**config.mk**
```make
export PLATFORM = sky130hd
export DESIGN_NAME = seg_scan_sched_flat
export DESIGN_NICKNAME = d
export VERILOG_FILES = /design/src/rtl/seg_pkg.sv /design/src/rtl/seg_scan_sched_if.sv /design/src/rtl/seg_scan_sched_hex2seg.sv /design/src/rtl/seg_scan_sched.sv /design/src/flat_wrapper.sv
export SDC_FILE = /design/constraint.sdc
export NUM_CORES = 1
export LEC_CHECK = 0
export CAP_MARGIN = 30
export CORE_MARGIN = 1.5
export CORE_UTILIZATION = 45
export DETAILED_ROUTE_END_ITERATION = 16
export DONT_BUFFER_PORTS = 1
export PLACE_DENSITY_LB_ADDON = 0.3
export SLEW_MARGIN = 25
export SYNTH_ARGS = -nofsm -noshare
export SYNTH_HDL_FRONTEND = slang
export SYNTH_SLANG_ARGS = --single-unit
```
**constraint.sdc**
```tcl
create_clock -name CLK -period 2.3 [get_ports CLK]
set_clock_uncertainty 0.2 [all_clocks]
set_input_delay 0.575 -clock CLK [delete_from_list [all_inputs] [get_ports CLK]]
set_output_delay 0.575 -clock CLK [all_outputs]
set_load 0.01 [all_outputs]
```
**src/rtl/seg_pkg.sv**
```systemverilog
// Shared types and constants for the 4-digit 7-segment scan scheduler:
// FSM state type, hex segment table, idle-level and leading-zero helpers.
package seg_pkg;

  typedef enum logic {
    BLANK = 1'b0,
    SHOW  = 1'b1
  } state_t;

  // Active-high {g,f,e,d,c,b,a} codes for hex digits 0..F
  localparam logic [6:0] HEX_CODE [16] = '{
    7'h3F, 7'h06, 7'h5B, 7'h4F, 7'h66, 7'h6D, 7'h7D, 7'h07,
    7'h7F, 7'h6F, 7'h77, 7'h7C, 7'h39, 7'h5E, 7'h79, 7'h71
  };

  function automatic logic [6:0] seg_off(input bit act_low);
    return act_low ? 7'h7F : 7'h00;
  endfunction

  function automatic logic [3:0] dig_off(input bit act_low);
    return act_low ? 4'hF : 4'h0;
  endfunction

  // Idle levels for the board's default active-low wiring
  localparam logic [6:0] SEG_OFF = seg_off(1'b1);
  localparam logic [3:0] DIG_OFF = dig_off(1'b1);

  // Digits to suppress as leading zeros; digit 0 is never suppressed
  function automatic logic [3:0] lead_zero_mask(input logic [15:0] v);
    logic [3:0] sup;
    sup[3] = (v[15:12] == 4'h0);
    sup[2] = sup[3] && (v[11:8] == 4'h0);
    sup[1] = sup[2] && (v[7:4] == 4'h0);
    sup[0] = 1'b0;
    return sup;
  endfunction

endpackage

```
**src/rtl/seg_scan_sched_if.sv**
```systemverilog
// Display-value update handshake between the datapath (master) and the
// scan scheduler (slave).
interface seg_scan_sched_if;
  logic        upd_valid;
  logic [15:0] upd_data;
  logic [3:0]  upd_mask;
  logic        upd_ready;

  modport master (output upd_valid, upd_data, upd_mask, input upd_ready);
  modport slave  (input upd_valid, upd_data, upd_mask, output upd_ready);
endinterface

```
**src/rtl/seg_scan_sched_hex2seg.sv**
```systemverilog
// Combinational hex nibble to 7-segment {g,f,e,d,c,b,a} decoder with
// selectable output polarity.
module hex2seg
  import seg_pkg::*;
#(
  parameter bit ACT_LOW = 1'b1
) (
  input  logic [3:0] nib,
  output logic [6:0] seg
);

  always_comb seg = ACT_LOW ? ~HEX_CODE[nib] : HEX_CODE[nib];

endmodule

```
**src/rtl/seg_scan_sched.sv**
```systemverilog
// Time-multiplexed 4-digit 7-segment scan scheduler with blanking guard and
// frame-aligned value commit. Optional build macro SEG_LEAD_ZERO_BLANK_EN
// suppresses leading zero digits.
module seg_scan_sched
  import seg_pkg::*;
#(
  parameter int unsigned ON_TICKS    = 4,
  parameter int unsigned BLANK_TICKS = 1,
  parameter bit          SEG_ACT_LOW = 1'b1,
  parameter bit          DIG_ACT_LOW = 1'b1
) (
  input  logic                   CLK,
  input  logic                   RST,
  input  logic                   tick,
  seg_scan_sched_if.slave        upd,
  output logic [6:0]             ss,
  output logic [3:0]             dig,
  output logic                   frame_done
);

  localparam int unsigned CNT_MAX  = (ON_TICKS > BLANK_TICKS) ?
                                     ((ON_TICKS > 2) ? ON_TICKS : 2) :
                                     ((BLANK_TICKS > 2) ? BLANK_TICKS : 2);
  localparam int unsigned CW       = $clog2(CNT_MAX);
  localparam logic [CW-1:0] ON_LAST    = CW'(ON_TICKS - 1);
  localparam logic [CW-1:0] BLANK_LAST = CW'((BLANK_TICKS == 0) ? 0 : BLANK_TICKS - 1);
  localparam logic [6:0] SEG_IDLE = seg_off(SEG_ACT_LOW);
  localparam logic [3:0] DIG_IDLE = dig_off(DIG_ACT_LOW);

  state_t          state, state_nxt;
  logic [1:0]      idx, idx_nxt;
  logic [CW-1:0]   cnt, cnt_nxt;
  logic            frame_end;

  logic [15:0]     shadow, pend_data;
  logic [3:0]      shadow_mask, pend_mask, show_mask;
  logic            pend_full, accept;

  logic [3:0]      nib;
  logic [6:0]      seg_code, ss_nxt;
  logic [3:0]      dig_nxt;

  // State register; ss/dig are registered copies of the output decode
  always_ff @(posedge CLK or posedge RST) begin
    if (RST) begin
      state <= BLANK;
      idx   <= 2'd0;
      cnt   <= '0;
      ss    <= SEG_IDLE;
      dig   <= DIG_IDLE;
    end else begin
      // NOTE: sequential state uses non-blocking assignments so every register samples pre-edge values.
      state <= state_nxt;
      idx   <= idx_nxt;
      cnt   <= cnt_nxt;
      ss    <= ss_nxt;
      dig   <= dig_nxt;
    end
  end

  always_comb begin
    // NOTE: defaults first so no path through this block leaves a value unassigned (no latches).
    state_nxt = state;
    idx_nxt   = idx;
    cnt_nxt   = cnt;
    frame_end = 1'b0;
    unique case (state)
      BLANK: begin
        if (BLANK_TICKS == 0) begin
          // Zero-length guard: a tick seen now already counts toward SHOW
          state_nxt = SHOW;
          cnt_nxt   = (tick && ON_TICKS > 1) ? CW'(1) : '0;
        end else if (tick) begin
          if (cnt == BLANK_LAST) begin
            state_nxt = SHOW;
            cnt_nxt   = '0;
          end else begin
            cnt_nxt = cnt + CW'(1);
          end
        end
      end
      SHOW: begin
        if (tick) begin
          if (cnt == ON_LAST) begin
            state_nxt = BLANK;
            idx_nxt   = idx + 2'd1;
            cnt_nxt   = '0;
            frame_end = (idx == 2'd3);
          end else begin
            cnt_nxt = cnt + CW'(1);
          end
        end
      end
    endcase
  end

  assign frame_done    = frame_end;
  assign upd.upd_ready = ~pend_full;
  assign accept        = upd.upd_valid && ~pend_full;

  // Capture needs an empty slot and commit needs a full one, so they never coincide
  always_ff @(posedge CLK or posedge RST) begin
    if (RST) begin
      pend_full   <= 1'b0;
      pend_data   <= 16'h0000;
      pend_mask   <= 4'h0;
      shadow      <= 16'h0000;
      shadow_mask <= 4'hF;
    end else if (accept) begin
      pend_full <= 1'b1;
      pend_data <= upd.upd_data;
      pend_mask <= upd.upd_mask;
    end else if (frame_end && pend_full) begin
      pend_full   <= 1'b0;
      shadow      <= pend_data;
      shadow_mask <= pend_mask;
    end
  end

`ifdef SEG_LEAD_ZERO_BLANK_EN
  logic [3:0] lz_sup;

  // Suppression is latched with the committed value so it holds for the whole frame
  always_ff @(posedge CLK or posedge RST) begin
    if (RST) begin
      lz_sup <= 4'h0;
    end else if (!accept && frame_end && pend_full) begin
      lz_sup <= lead_zero_mask(pend_data);
    end
  end

  assign show_mask = shadow_mask & ~lz_sup;
`else
  assign show_mask = shadow_mask;
`endif

  assign nib = shadow[{idx, 2'b00} +: 4];

  hex2seg #(.ACT_LOW(SEG_ACT_LOW)) u_hex2seg (
    .nib (nib),
    .seg (seg_code)
  );

  always_comb begin
    ss_nxt  = SEG_IDLE;
    dig_nxt = DIG_IDLE;
    if (state == SHOW && show_mask[idx]) begin
      ss_nxt  = seg_code;
      dig_nxt = DIG_ACT_LOW ? ~(4'b0001 << idx) : (4'b0001 << idx);
    end
  end

endmodule

```
**src/flat_wrapper.sv**
```systemverilog
// flat-port wrapper written by rule: the top's interface ports become plain ports
module seg_scan_sched_flat import seg_pkg::*;
#(
  parameter int unsigned ON_TICKS    = 4,
  parameter int unsigned BLANK_TICKS = 1,
  parameter bit          SEG_ACT_LOW = 1'b1,
  parameter bit          DIG_ACT_LOW = 1'b1
)
  (CLK, RST, tick, ss, dig, frame_done, upd_upd_valid, upd_upd_data, upd_upd_mask, upd_upd_ready);
  seg_scan_sched_if upd_i ();
  input  logic CLK;
  input  logic RST;
  input  logic tick;
  output logic [6:0] ss;
  output logic [3:0] dig;
  output logic frame_done;
  input wire logic [$bits(upd_i.upd_valid)-1:0] upd_upd_valid;
  input wire logic [$bits(upd_i.upd_data)-1:0] upd_upd_data;
  input wire logic [$bits(upd_i.upd_mask)-1:0] upd_upd_mask;
  output wire logic [$bits(upd_i.upd_ready)-1:0] upd_upd_ready;
  assign upd_i.upd_valid = upd_upd_valid;
  assign upd_i.upd_data = upd_upd_data;
  assign upd_i.upd_mask = upd_upd_mask;
  assign upd_upd_ready = upd_i.upd_ready;
  seg_scan_sched #(.ON_TICKS(ON_TICKS), .BLANK_TICKS(BLANK_TICKS), .SEG_ACT_LOW(SEG_ACT_LOW), .DIG_ACT_LOW(DIG_ACT_LOW)) u_core (.CLK(CLK), .RST(RST), .tick(tick), .upd(upd_i), .ss(ss), .dig(dig), .frame_done(frame_done));
endmodule
```
After elaboration in Yosys (flattened, before gate mapping)
Memory sizes are Yosys's and may differ from the RTL's.
Index checks and enable logic that the tools add are counted.
- output and inout bits: 13
- memories: 1
- memory bits (read-only): 112
- flip-flop bits (word level): 57
- memory list (memory ; depth ; bits a word ; read ports ; clocked after Yosys merged registers in ; write ports ; line ; RTL):
    (name not given) ; 16 ; 7 ; 1 ; 0 ; 0 ; seg_scan_sched_hex2seg.sv:12 ; always_comb seg = ACT_LOW ? ~HEX_CODE[nib] : HEX_CODE[nib];
- mux-type cells: 21
- shifts and indexed selects: 2
- $add $sub $neg: 2
- eq/ne operators: 4
- magnitude comparators: 2
- bitwise logic cells: 6
- reduce and logical (&&, ||, !) cells: 8
- operators by type and width (operator ; count):
    2-to-1 mux 7 bit ; 3
    variable part select 16 x 5 -> 4 bit ; 1
    2-to-1 mux 1 bit ; 10
    2-to-1 mux 2 bit ; 4
    NOT 7 bit ; 1
    >= comparator 5 bit (second input constant) ; 1
    NOT 4 -> 5 bit ; 1
    adder 2 x 1 -> 2 bit (second input constant) ; 2
    equality test 2 bit (second input constant) ; 2
    2-to-1 mux 4 bit ; 1
    inequality test 2 bit (second input constant) ; 2
    NOT 4 bit ; 1
    one-hot mux 2 bit (2 select lines) ; 1
    AND reduction 2 bit ; 2
    left shift 1 x 2 -> 4 bit (first input constant) ; 1
    logical AND 1 bit ; 3
    less-than comparator 2 x 3 -> 1 bit (second input constant) ; 1
    NOT 1 bit ; 3
    AND reduction 3 bit ; 1
    binary-select mux 1 bit (select 2 bit) ; 1
    zero test 2 bit ; 1
    one-hot mux 1 bit (2 select lines) ; 1
    nonzero test 2 bit ; 1

Logic depth before layout (Yosys ltp)
Gate-level depths: netlist of run 1.
- depth in word-level cells: 7
- depth in mapped cells: 7
- depth with buffers taken out: 6

Hierarchy
Synthesis of run 1 repeated with hierarchy kept, for this count alone.
- cells, all modules: 183
- area, all modules: 2623.8 um^2
- modules (own cells, without submodules) (module ; cells each ; area each (um^2) ; times used):
    seg_scan_sched ; 151 ; 2369.8 ; 1
    hex2seg ; 32 ; 254.0 ; 1

Least setup slack after synthesis of run 1
No wires, ideal clock.
- kind: reg2reg
- start point: register u_core.idx[0]
- end point: register u_core.ss[1]
- data required time: 2.010 ns
- clock period less this slack: 2.200 ns
- arrival: 1.910 ns
- slack: 0.100 ns
- setup time: 0.090 ns
- cell stages (with the launch flop): 8
- path buffers: 1
- path through: dfrtp_1 clkbuf_1 mux4_1 inv_1 ha_1 nor2_1 nand3b_1 o211ai_1
- word-level cells in the longest chain between the ends: 7
- RTL lines (what ; line ; RTL):
    start, declared ; seg_scan_sched.sv:31 ; logic [1:0] idx, idx_nxt;
    start signal, assigned ; seg_scan_sched.sv:54 ; idx <= idx_nxt;
    variable part select 16 x 5 -> 4 bit ; seg_scan_sched.sv:137 ; assign nib = shadow[{idx, 2'b00} +: 4];
    NOT 4 -> 5 bit (not written as such) ; seg_scan_sched_hex2seg.sv:12 ;
    memory read (16 x 7 bit) ; n/a ;
    2-to-1 mux 7 bit (not written as such) (2 in a row) ; seg_scan_sched_hex2seg.sv:12 ;
    NOT 7 bit ; seg_scan_sched_hex2seg.sv:12 ;
    2-to-1 mux 7 bit (*) ; seg_scan_sched.sv:147 ; if (state == SHOW && show_mask[idx]) begin
    via u_core.ss_nxt[1] ; seg_scan_sched.sv:40 ; logic [6:0] seg_code, ss_nxt;
    end signal, assigned ; seg_scan_sched.sv:56 ; ss <= ss_nxt;
    end, declared ; seg_scan_sched.sv:16 ; output logic [6:0] ss,
Mark *: on every way through the listed nets, which the timed path passes. The rest lies on a longest branch. The select of a mux whose other input is x is not followed.
A chain may end at the register's enable or synchronous reset.

Worst setup path after layout of run 1
- start point: register u_core.cnt[0]
- end point: output port frame_done
- word-level cells in the longest chain between the ends: 4
- RTL lines (what ; line ; RTL):
    start, declared ; seg_scan_sched.sv:32 ; logic [CW-1:0] cnt, cnt_nxt;
    start signal, assigned ; seg_scan_sched.sv:55 ; cnt <= cnt_nxt;
    equality test 2 bit ; seg_scan_sched.sv:84 ; if (cnt == ON_LAST) begin
    2-to-1 mux 1 bit ; seg_scan_sched.sv:84 ;
    2-to-1 mux 1 bit ; seg_scan_sched.sv:83 ; if (tick) begin
    2-to-1 mux 1 bit ; seg_scan_sched.sv:67 ; unique case (state)
    end, declared ; flat_wrapper.sv:16 ; output logic frame_done;
Every way passes these cells.

==> metrics.txt, run 1 <==
Hold Violations, Final=0; WL per Instance=~16 microns; sequential area share after synthesis=a little under three fifths; Fin Setup TNS=0 ns; top-count cell post-synth=dfrtp_1; register area=1450 sq um; Leak=between 1 and 1.5 nW; DR DRC count=0; critical path launch point type=flip-flop; Cell Int Power=around 2.7 mW; CP peak stage delay=a little over 0.4 ns; largest cells by area after synthesis=dfrtp_1, dfstp_2, mux2_2, ha_1, mux2_1; Req. time, crit path=between 1.5 and 2 ns; Mapped Nets=215; PwrDens=roughly 1400 nW/um^2; Synth area leader=dfrtp_1; Rows=27; worst hold path class=input pin to asynchronous set/reset pin; Synth top cells by count=dfrtp_1, mux2_2, dfstp_2, ha_1, inv_1; worst path arrival time=between 1 and 1.5 ns; Max Fclk=around 450 MHz; CTS buffer count=9; fillcell total=between 400 and 500; Die ar.=a little over 6000 sq um; vias in the first global route=~1500; Clock Latency Late Sink=~0.33 ns; final net count=~220; crit-path max FO=5; hpwl dp=approximately 3 mm; Sink Count=57; Root Buffer=clkbuf_8; Seq pwr share=44.0%; WHS=around 0.078 ns; Hold-fix buffers, CTS=0; worst setup margin=~0.09 ns; Reg clk slew, reported paths=about 0.06 ns; cell area after synthesis=roughly 2600 sq um; synthesized instance count=approximately 180; Slew headroom=slightly below 80%; postcts setup bufs=0; routability congestion estimate=between 0.9 and 1; status=finished clean; synth warn=0; final setup vio count=0; Top delay family on crit path=simple AND/OR/NAND/NOR gates; Tmin final=about 2.2 ns; Buf/Inv on CP=0; actual slew at the worst max-slew pin=around 0.34 ns; fin crit share=96.2%; ys async rst share=100%; routed wire length=4.15 mm; Max clock buf depth=2; Die W=roughly 78 microns; Slowest cell on crit path=dfrtp_1; final core occ=between 50 and 60%; vias per cell=roughly 5.3; initial antenna violation count=0; worst path cell trace=ha_1 -> and3_2 -> and2_2; n_diodes=0; starting DRC count in detailed routing=54; Port Buf Inserts=0; #FFs+latches synth=57; fraction of layout cells with a size suffix above 1=40.0%; synthesis-to-finish area growth=9.43%; pre-CTS setup slack=0.0914 ns; TritonRoute pass-1 iters=4; first-pass GRT wire length=slightly below 7 mm; Max Cap Viol=0; DP Cell Count=246; Clk network pwr share=~20%; Max H-tree Level=3; total global routing overflow=0; cts repair resizes=0; WS Path Type=flip-flop to output pin; Comb power frac=between 30% and 40%; CP Capture Type=output pin; area of the multi-input gates=around 1000 sq um; gr usage total=between 10% and 20%; die extent in y=slightly below 80 microns; RSZ-0062 raised after global routing=false; post-route insts no fill=262; Peak VDD IR=between 0.6 and 0.7 mV; Max Slew Vio Count=0; Initial Utilization=a little under half; Post-synth EDFFs=0; area fraction of the dominant cell type after synthesis=between 40% and 50%; Switching Share=approximately 33%; CTS tree=built; Switch Pwr=1.35 mW; Final ANT Viol Nets=0; vias=roughly 1400; syn_area_per_cell=14.4 sq um; Core ar.=around 5500 sq um; pin count of the biggest net entering global routing=26; Synth cell types=34; ys flop type=dfrtp_1; I/O pins=37
metal layers:
layer	up-vias	share of wire [%]	track usage [%]
li1	634	-	-
met1	703	39	15.7
met2	43	54	26.1
met3	11	4.7	7.09
met4	0	2.6	8.21
met5	-	0	0
cell usage in the layout (no fill, tap or decap), types with 3 or more instances in the layout:
master    count
dfrtp_1      42
mux2_2       31
dfstp_2      15
ha_1         13
clkbuf_8     11
mux2_1        9
inv_1         9
nand2_1       8
buf_4         5
a21oi_1       4
o221ai_1      4
nor2_1        4
mux4_2        3
clkinv_2      3
path summary, 6_finish.rpt:
check | end | slack [ns] | cells after the start | startpoint
hold / removal | u_core.ss[6]$_DFF_PP1_ | 0.08 | 1 | RST
min in group CLK | u_core.cnt[0]$_DFFE_PP0P_ | 0.13 | 1 | tick
hold reg to reg | u_core.shadow[9]$_DFFE_PP0P_ | 0.28 | 1 | u_core.pend_data[9]$_DFFE_PP0N_
setup reg to reg | u_core.ss[4]$_DFF_PP1_ | 0.17 | 5 | u_core.idx[1]$_DFFE_PP0P_
setup / recovery | frame_done | 0.09 | 3 | u_core.cnt[0]$_DFFE_PP0P_
max in group asynchronous | u_core.shadow_mask[3]$_DFFE_PP1P_ | 1.42 | 2 | RST
cells by family after synthesis:
kind of cell	Yosys count	synth area share [%]
adder cells (fa/ha/maj)	13	6.35
flip-flops	57	56.4
AO/OA/AOI/OAI	18	4.69
XOR/XNOR	1	0.342
AND/OR/NAND/NOR	23	4.93
buffers and inverters	19	4.05
multiplexers	47	23.2
flip-flops by register name, indices dropped and copies added, names as in the netlist:
name,flops
u_core.cnt,2
u_core.dig,4
u_core.idx,2
u_core.pend_data,16
u_core.pend_full,1
u_core.pend_mask,4
u_core.shadow,16
u_core.shadow_mask,4
u_core.ss,7
u_core.state,1
metrics by stage:
stage               power (mW)  instance area [sq um]
finish                    4.05                   2800
global route              4.35                   2800
CTS                       4.08                   2800
detailed placement        3.26                   2630
global placement          3.12                   2630
floorplan                 2.95                   2560
power by group through the flow:
stage	Clock, mW	Combinational, mW	Sequential [mW]
3_5_place_dp	0	1.46	1.80
6_report	0.800	1.46	1.78
3_3_place_gp	0	1.35	1.77
5_1_grt	0.879	1.63	1.84
2_1_floorplan	0	1.26	1.69
4_1_cts	0.829	1.46	1.79
area by class of cell:
type / count / area share [%]
Timing Repair Buffer: 5 / 1.34
Sequential cell: 57 / 51.6
Clock buffer: 13 / 5.67
Tap cell: 72 / 3.21
Multi-Input combinational cell: 102 / 36.3
Clock inverter: 3 / 0.536
Inverter: 10 / 1.34
Note: power is estimated with default switching activity, not from simulation.
==> run 2: changes to the inputs <==
Settings changed: GPL_TIMING_DRIVEN set to 0, MAX_ROUTING_LAYER set to met4.
Clock period 2.3 ns to 2.55 ns, I/O delays scaled along.
==> run 2 against run 1 <==
Against the previous run: total power fell by 5.2%; design area rose by 1.8%; cell count rose by 1.1%; worst hold slack got worse by 0.0012 ns; clock-buffer cell count fell by 3; utilization rose by 0.93 points; first-iteration DRC count fell by 26%; largest cell class unchanged; register-to-register slack got worse by 0.04 ns; worst setup slack improved by 0.045 ns; flip-flop and latch count did not move; critical path depth rose by 3; critical endpoint is now u_core.ss[1]$_DFF_PP1_; global-route usage rose by 2.0 points.
==> metrics.txt, run 2 (synthesis gave the netlist of run 1 again) <==
critical path launch point type=flip-flop; Max Cap Viol=0; reg-to-reg endpoint=u_core.ss[1]$_DFF_PP1_; pre-CTS setup slack=-0.00164 ns; Setup crit end=u_core.ss[1]$_DFF_PP1_; Buf/Inv on CP=1; Leak=1.26 nW; fin crit share=94.8%; CP peak stage delay=0.71 ns; fin area=between 2000 and 3000 sq um; die extent in y=between 70 and 80 microns; crit-path max FO=8; Rows=27; length in cells of the worst reg-to-reg path=6; first-pass GRT wire length=7.55 mm; cts repair resizes=0; total global routing overflow=0; Req. time, crit path=about 2.6 ns; Reg clk slew, reported paths=roughly 0.060 ns; final net count=roughly 230; starting DRC count in detailed routing=40; Core ar.=5510 sq um; Max Fclk=around 410 MHz; Sink Count=57; Crit. Startpoint=u_core.idx[0]$_DFFE_PP0P_; Slowest cell on crit path=mux4_1; Slew headroom=55.9%; worst path arrival time=2.47 ns; post-layout power=~3.8 mW; Port Buf Inserts=0; TritonRoute pass-1 iters=4; vias=1404; Die ar.=a little over 6000 sq um; worst setup margin=0.134 ns; final setup vio count=0; Hold-fix buffers, CTS=0; Tmin final=between 2 and 2.5 ns; Root Buffer=clkbuf_8; pin count of the biggest net entering global routing=58; Cell Area, Placed=between 2000 and 3000 sq um; worst r2r src=u_core.idx[0]$_DFFE_PP0P_; gr usage total=between 15 and 20%; Hold Violations, Final=0; vias in the first global route=1553; routed wire length=about 4.4 mm; RSZ-0062 raised after global routing=false; Clock Latency Late Sink=about 0.34 ns; CP Capture Type=flip-flop; r2r setup slk=about 0.13 ns; worst hold path class=input pin to asynchronous set/reset pin; hpwl dp=between 3 and 4 mm; fraction of layout cells with a size suffix above 1=around 39%; Max Slew Vio Count=0; initial antenna violation count=0; WS Path Type=flip-flop to flip-flop; Initial Utilization=a little under half; Die W=78.4 microns; Top delay family on crit path=multiplexers; Worst path depth=6; vias per cell=approximately 5.3; WL per Instance=around 17 microns; most frequent cells in the layout=dfrtp_1, mux2_2, dfstp_2, ha_1, clkbuf_8; fillcell total=450; final core occ=around 52%; actual slew at the worst max-slew pin=approximately 0.66 ns; Peak VDD IR=just under 0.7 mV; status=finished clean; PwrDens=1340 nW/um^2; Final ANT Viol Nets=0; synthesis-to-finish area growth=11.4%; routability congestion estimate=about 0.95; n_diodes=0; Largest regs=u_core.pend_data (16), u_core.shadow (16), u_core.ss (7); CTS buffer count=9; CTS tree=built; worst path cell trace=mux4_1 -> inv_1 -> ha_1 -> nor2_1 -> nand3b_1 -> o211ai_1; postcts setup bufs=0; I/O pins=37; DR DRC count=0; commonest non-fill, non-tap cell in the layout=dfrtp_1; Max H-tree Level=3; Max clock buf depth=2
-- run 2: cell types whose count changed in the layout (fill, tap and decap cells not counted), sizes merged --
cell / before / now
inv: 10 / 11
buf: 5 / 7
bufinv: 0 / 1
clkinv: 3 / 1
clkbuf: 13 / 11
clkinvlp: 0 / 3
-- run 2: metrics by stage --
stage / setup TNS (ns) / hold slack [ns] / instances
global route: 0 / 0.120 / 265
finish: 0 / 0.0767 / 265
global placement: -3.15 / 0.265 / 250
detailed placement: -0.00164 / 0.275 / 250
CTS: 0 / 0.0861 / 265
floorplan: 0 / 0.254 / 178
-- run 2: layout make-up --
| type | instances | area [sq um] | area share [%] |
|---|---|---|---|
| Buffer | 8 | 62.6 | 2.19 |
| Clock buffer | 10 | 138 | 4.82 |
| Clock inverter | 6 | 66.3 | 2.32 |
| Inverter | 10 | 40.0 | 1.40 |
| Multi-Input combinational cell | 102 | 1010 | 35.5 |
| Sequential cell | 57 | 1450 | 50.6 |
| Tap cell | 72 | 90.1 | 3.16 |
-- run 2: how the worst min path moves through the flow --
stage / endpoint / from / cells past startpoint
6_report: u_core.idx[0]$_DFFE_PP0P_ / RST / 1
2_1_floorplan: u_core.shadow[0]$_DFFE_PP0P_ / u_core.pend_data[0]$_DFFE_PP0N_ / 1
4_1_cts: u_core.shadow[1]$_DFFE_PP0P_ / RST / 1
3_3_place_gp: u_core.shadow[12]$_DFFE_PP0P_ / u_core.pend_data[12]$_DFFE_PP0N_ / 1
5_1_grt: u_core.shadow[3]$_DFFE_PP0P_ / RST / 1
3_5_place_dp: u_core.shadow[9]$_DFFE_PP0P_ / u_core.pend_data[9]$_DFFE_PP0N_ / 1
-- run 2: layer usage --
metal  up-vias  wire length (microns)  GRT usage (%)
met5         -                      0              -
li1        642                      -              -
met2        38                   2410           29.0
met1       713                   1720           18.1
met4         0                     89           7.50
met3        11                    208           6.98
-- run 2: power by group --
part | switching (mW) | internal (mW)
clock | 0.367 | 0.478
sequential | 0.249 | 1.36
combinational | 0.680 | 0.699
total | 1.30 | 2.54
==> run 3: changes to the inputs <==
Settings changed: RECOVER_POWER set to 50, SYNTH_HIERARCHICAL set to 1.
==> run 3 against run 2 <==
Against the previous run: design area increased by 3.5%; wire length decreased by 2.6%; worst setup slack got worse by 0.0026 ns; first-iteration DRC count increased by 110%; global-route usage decreased by 1.2 points; largest power group unchanged; largest cell class unchanged; critical path type unchanged.
==> metrics.txt, run 3 <==
Max Fclk=~410 MHz; TritonRoute pass-1 iters=6; Hold Startpoint=tick; first-pass GRT wire length=7.33 mm; DR DRC count=0; commonest non-fill, non-tap cell in the layout=dfrtp_1; Initial Utilization=between 40% and 50%; Switch Pwr=just under 1 mW; initial antenna violation count=0; cts repair resizes=0; Die ar.=approximately 6300 sq um; starting DRC count in detailed routing=83; pin count of the biggest net entering global routing=58; crit-path max FO=6; die extent in y=approximately 80 microns; fraction of layout cells with a size suffix above 1=43.9%; Fin Setup TNS=0 ns; final net count=230; routed wire length=~4.3 mm; actual slew at the worst max-slew pin=around 1.1 ns; postcts setup bufs=0; Synth area leader=dfrtp_1; vias=1404; Die W=just under 80 microns; Leak=1.36 nW; CTS tree=built; worst hold path class=input pin to flip-flop; most frequent cells in the layout=dfrtp_1, mux2_2, dfstp_2, ha_1, nand2_1; Max H-tree Level=3; Crit. Startpoint=u_core/idx[0]$_DFFE_PP0P_; Clk network pwr share=approximately 30%; Port Buf Inserts=0; vias per cell=between 5 and 6; Cell Int Power=between 2 and 2.5 mW; Mapped Nets=between 200 and 250; Reg clk slew, reported paths=roughly 0.06 ns; status=finished clean; Switching Share=28.0%; n_diodes=0; syn_area_per_cell=around 14 sq um; Sink Count=57; Seq pwr share=42.5%; Hold-fix buffers, CTS=0; Synth cell types=35; CTS buffer count=9; routability congestion estimate=between 0.7 and 0.8; post-layout power=~3.4 mW; cell area after synthesis=~2600 sq um; Tmin final=roughly 2.4 ns; CP Capture Type=flip-flop; vias in the first global route=1531; fin area=just under 3000 sq um; top-count cell post-synth=dfrtp_1; Root Buffer=clkbuf_8; fin crit share=~95%; hpwl dp=3.13 mm; Peak VDD IR=between 0.5 and 0.6 mV; Core ar.=about 5600 sq um; Max Cap Viol=0; gr usage total=between 10% and 20%; synthesis-to-finish area growth=12.5%; Clock Latency Late Sink=approximately 0.32 ns; area fraction of the dominant cell type after synthesis=40.1%; I/O pins=37; Max Slew Vio Count=0; Synth top cells by count=dfrtp_1, mux2_2, dfstp_2, ha_1, nand2_1; WHS=roughly 0.22 ns; WS Path Type=flip-flop to flip-flop; Rows=27; Post-synth EDFFs=0; ys flop type=dfrtp_1; WL per Instance=about 16 microns; Final ANT Viol Nets=0; sequential area share after synthesis=a little under three fifths; critical path launch point type=flip-flop; RSZ-0062 raised after global routing=true; PwrDens=1170 nW/um^2; Cell Area, Placed=around 2700 sq um; worst path arrival time=between 2 and 2.5 ns; Max clock buf depth=2; Hold Violations, Final=0; #FFs+latches synth=57; fillcell total=446; Largest regs=u_core/pend_data (16), u_core/shadow (16), u_core/ss (7); Comb power frac=~28%; Req. time, crit path=approximately 2.6 ns; synth warn=6; Slew headroom=24.5%; worst r2r src=u_core/idx[0]$_DFFE_PP0P_; total global routing overflow=0; largest cells by area after synthesis=dfrtp_1, mux2_2, dfstp_2, ha_1, mux4_1; synthesized instance count=183; final setup vio count=0; ys async rst share=between 90% and 100%
[run 3: per-stage QoR]
stage | instances | utilization [%] | worst slack (ns)
6_report | 270 | 53.0 | 0.131
5_1_grt | 270 | 53.0 | -0.000937
4_1_cts | 271 | 53.1 | 0.0826
3_5_place_dp | 255 | 48.7 | 0.0932
3_3_place_gp | 255 | 48.7 | -0.0710
2_1_floorplan | 183 | - | 0.285
[run 3: final timing paths]
path,to,slack [ns],depth (start not counted)
worst min register to register,u_core/shadow[9]$_DFFE_PP0P_,0.30,1
max in group asynchronous,u_core/pend_data[12]$_DFFE_PP0N_,1.18,1
worst max-delay path,u_core/ss[3]$_DFF_PP1_,0.13,7
min in group asynchronous,u_core/pend_data[9]$_DFFE_PP0N_,0.28,1
worst max register to register,u_core/ss[3]$_DFF_PP1_,0.13,7
worst min-delay path,u_core/cnt[0]$_DFFE_PP0P_,0.22,1
[run 3: power groups by stage]
stage | logic, mW | registers, mW | clock network (mW)
global placement | 0.918 | 1.44 | 0
floorplan | 0.830 | 1.39 | 0
global route | 1.07 | 1.51 | 1.08
CTS | 0.995 | 1.45 | 1.04
detailed placement | 0.988 | 1.46 | 0
finish | 0.964 | 1.46 | 1.02
[run 3: logic make-up after synthesis]
logic type               synth area share [%]
multiplexers                             24.2
AND/OR/NAND/NOR                          6.72
AO/OA/AOI/OAI                            3.05
XOR/XNOR                                0.334
flip-flops                               55.1
buffers and inverters                    4.39
adder cells (fa/ha/maj)                  6.20
[run 3: worst max-delay path: stages (launching register included)]
cell and delay [ns]:
dfrtp_1 0.39, buf_6 0.15, mux4_1 0.64, inv_1 0.16
ha_1 0.15, inv_1 0.05, mux4_2 0.43, nand2b_1 0.16
[run 3: layout make-up]
class | instances | area [sq um] | area share (%)
Sequential cell | 57 | 1450 | 48.9
Multi-Input combinational cell | 107 | 1060 | 36.0
Clock buffer | 11 | 141 | 4.79
Clock inverter | 5 | 103 | 3.47
Tap cell | 72 | 90.1 | 3.05
Buffer | 8 | 72.6 | 2.46
Inverter | 10 | 37.5 | 1.27
[run 3: metal layers]
metal  GRT usage, %  routed length [microns]
met4           7.37                       73
met5              -                        0
met3           5.29                      198
met2           25.9                     2160
met1           18.5                     1870
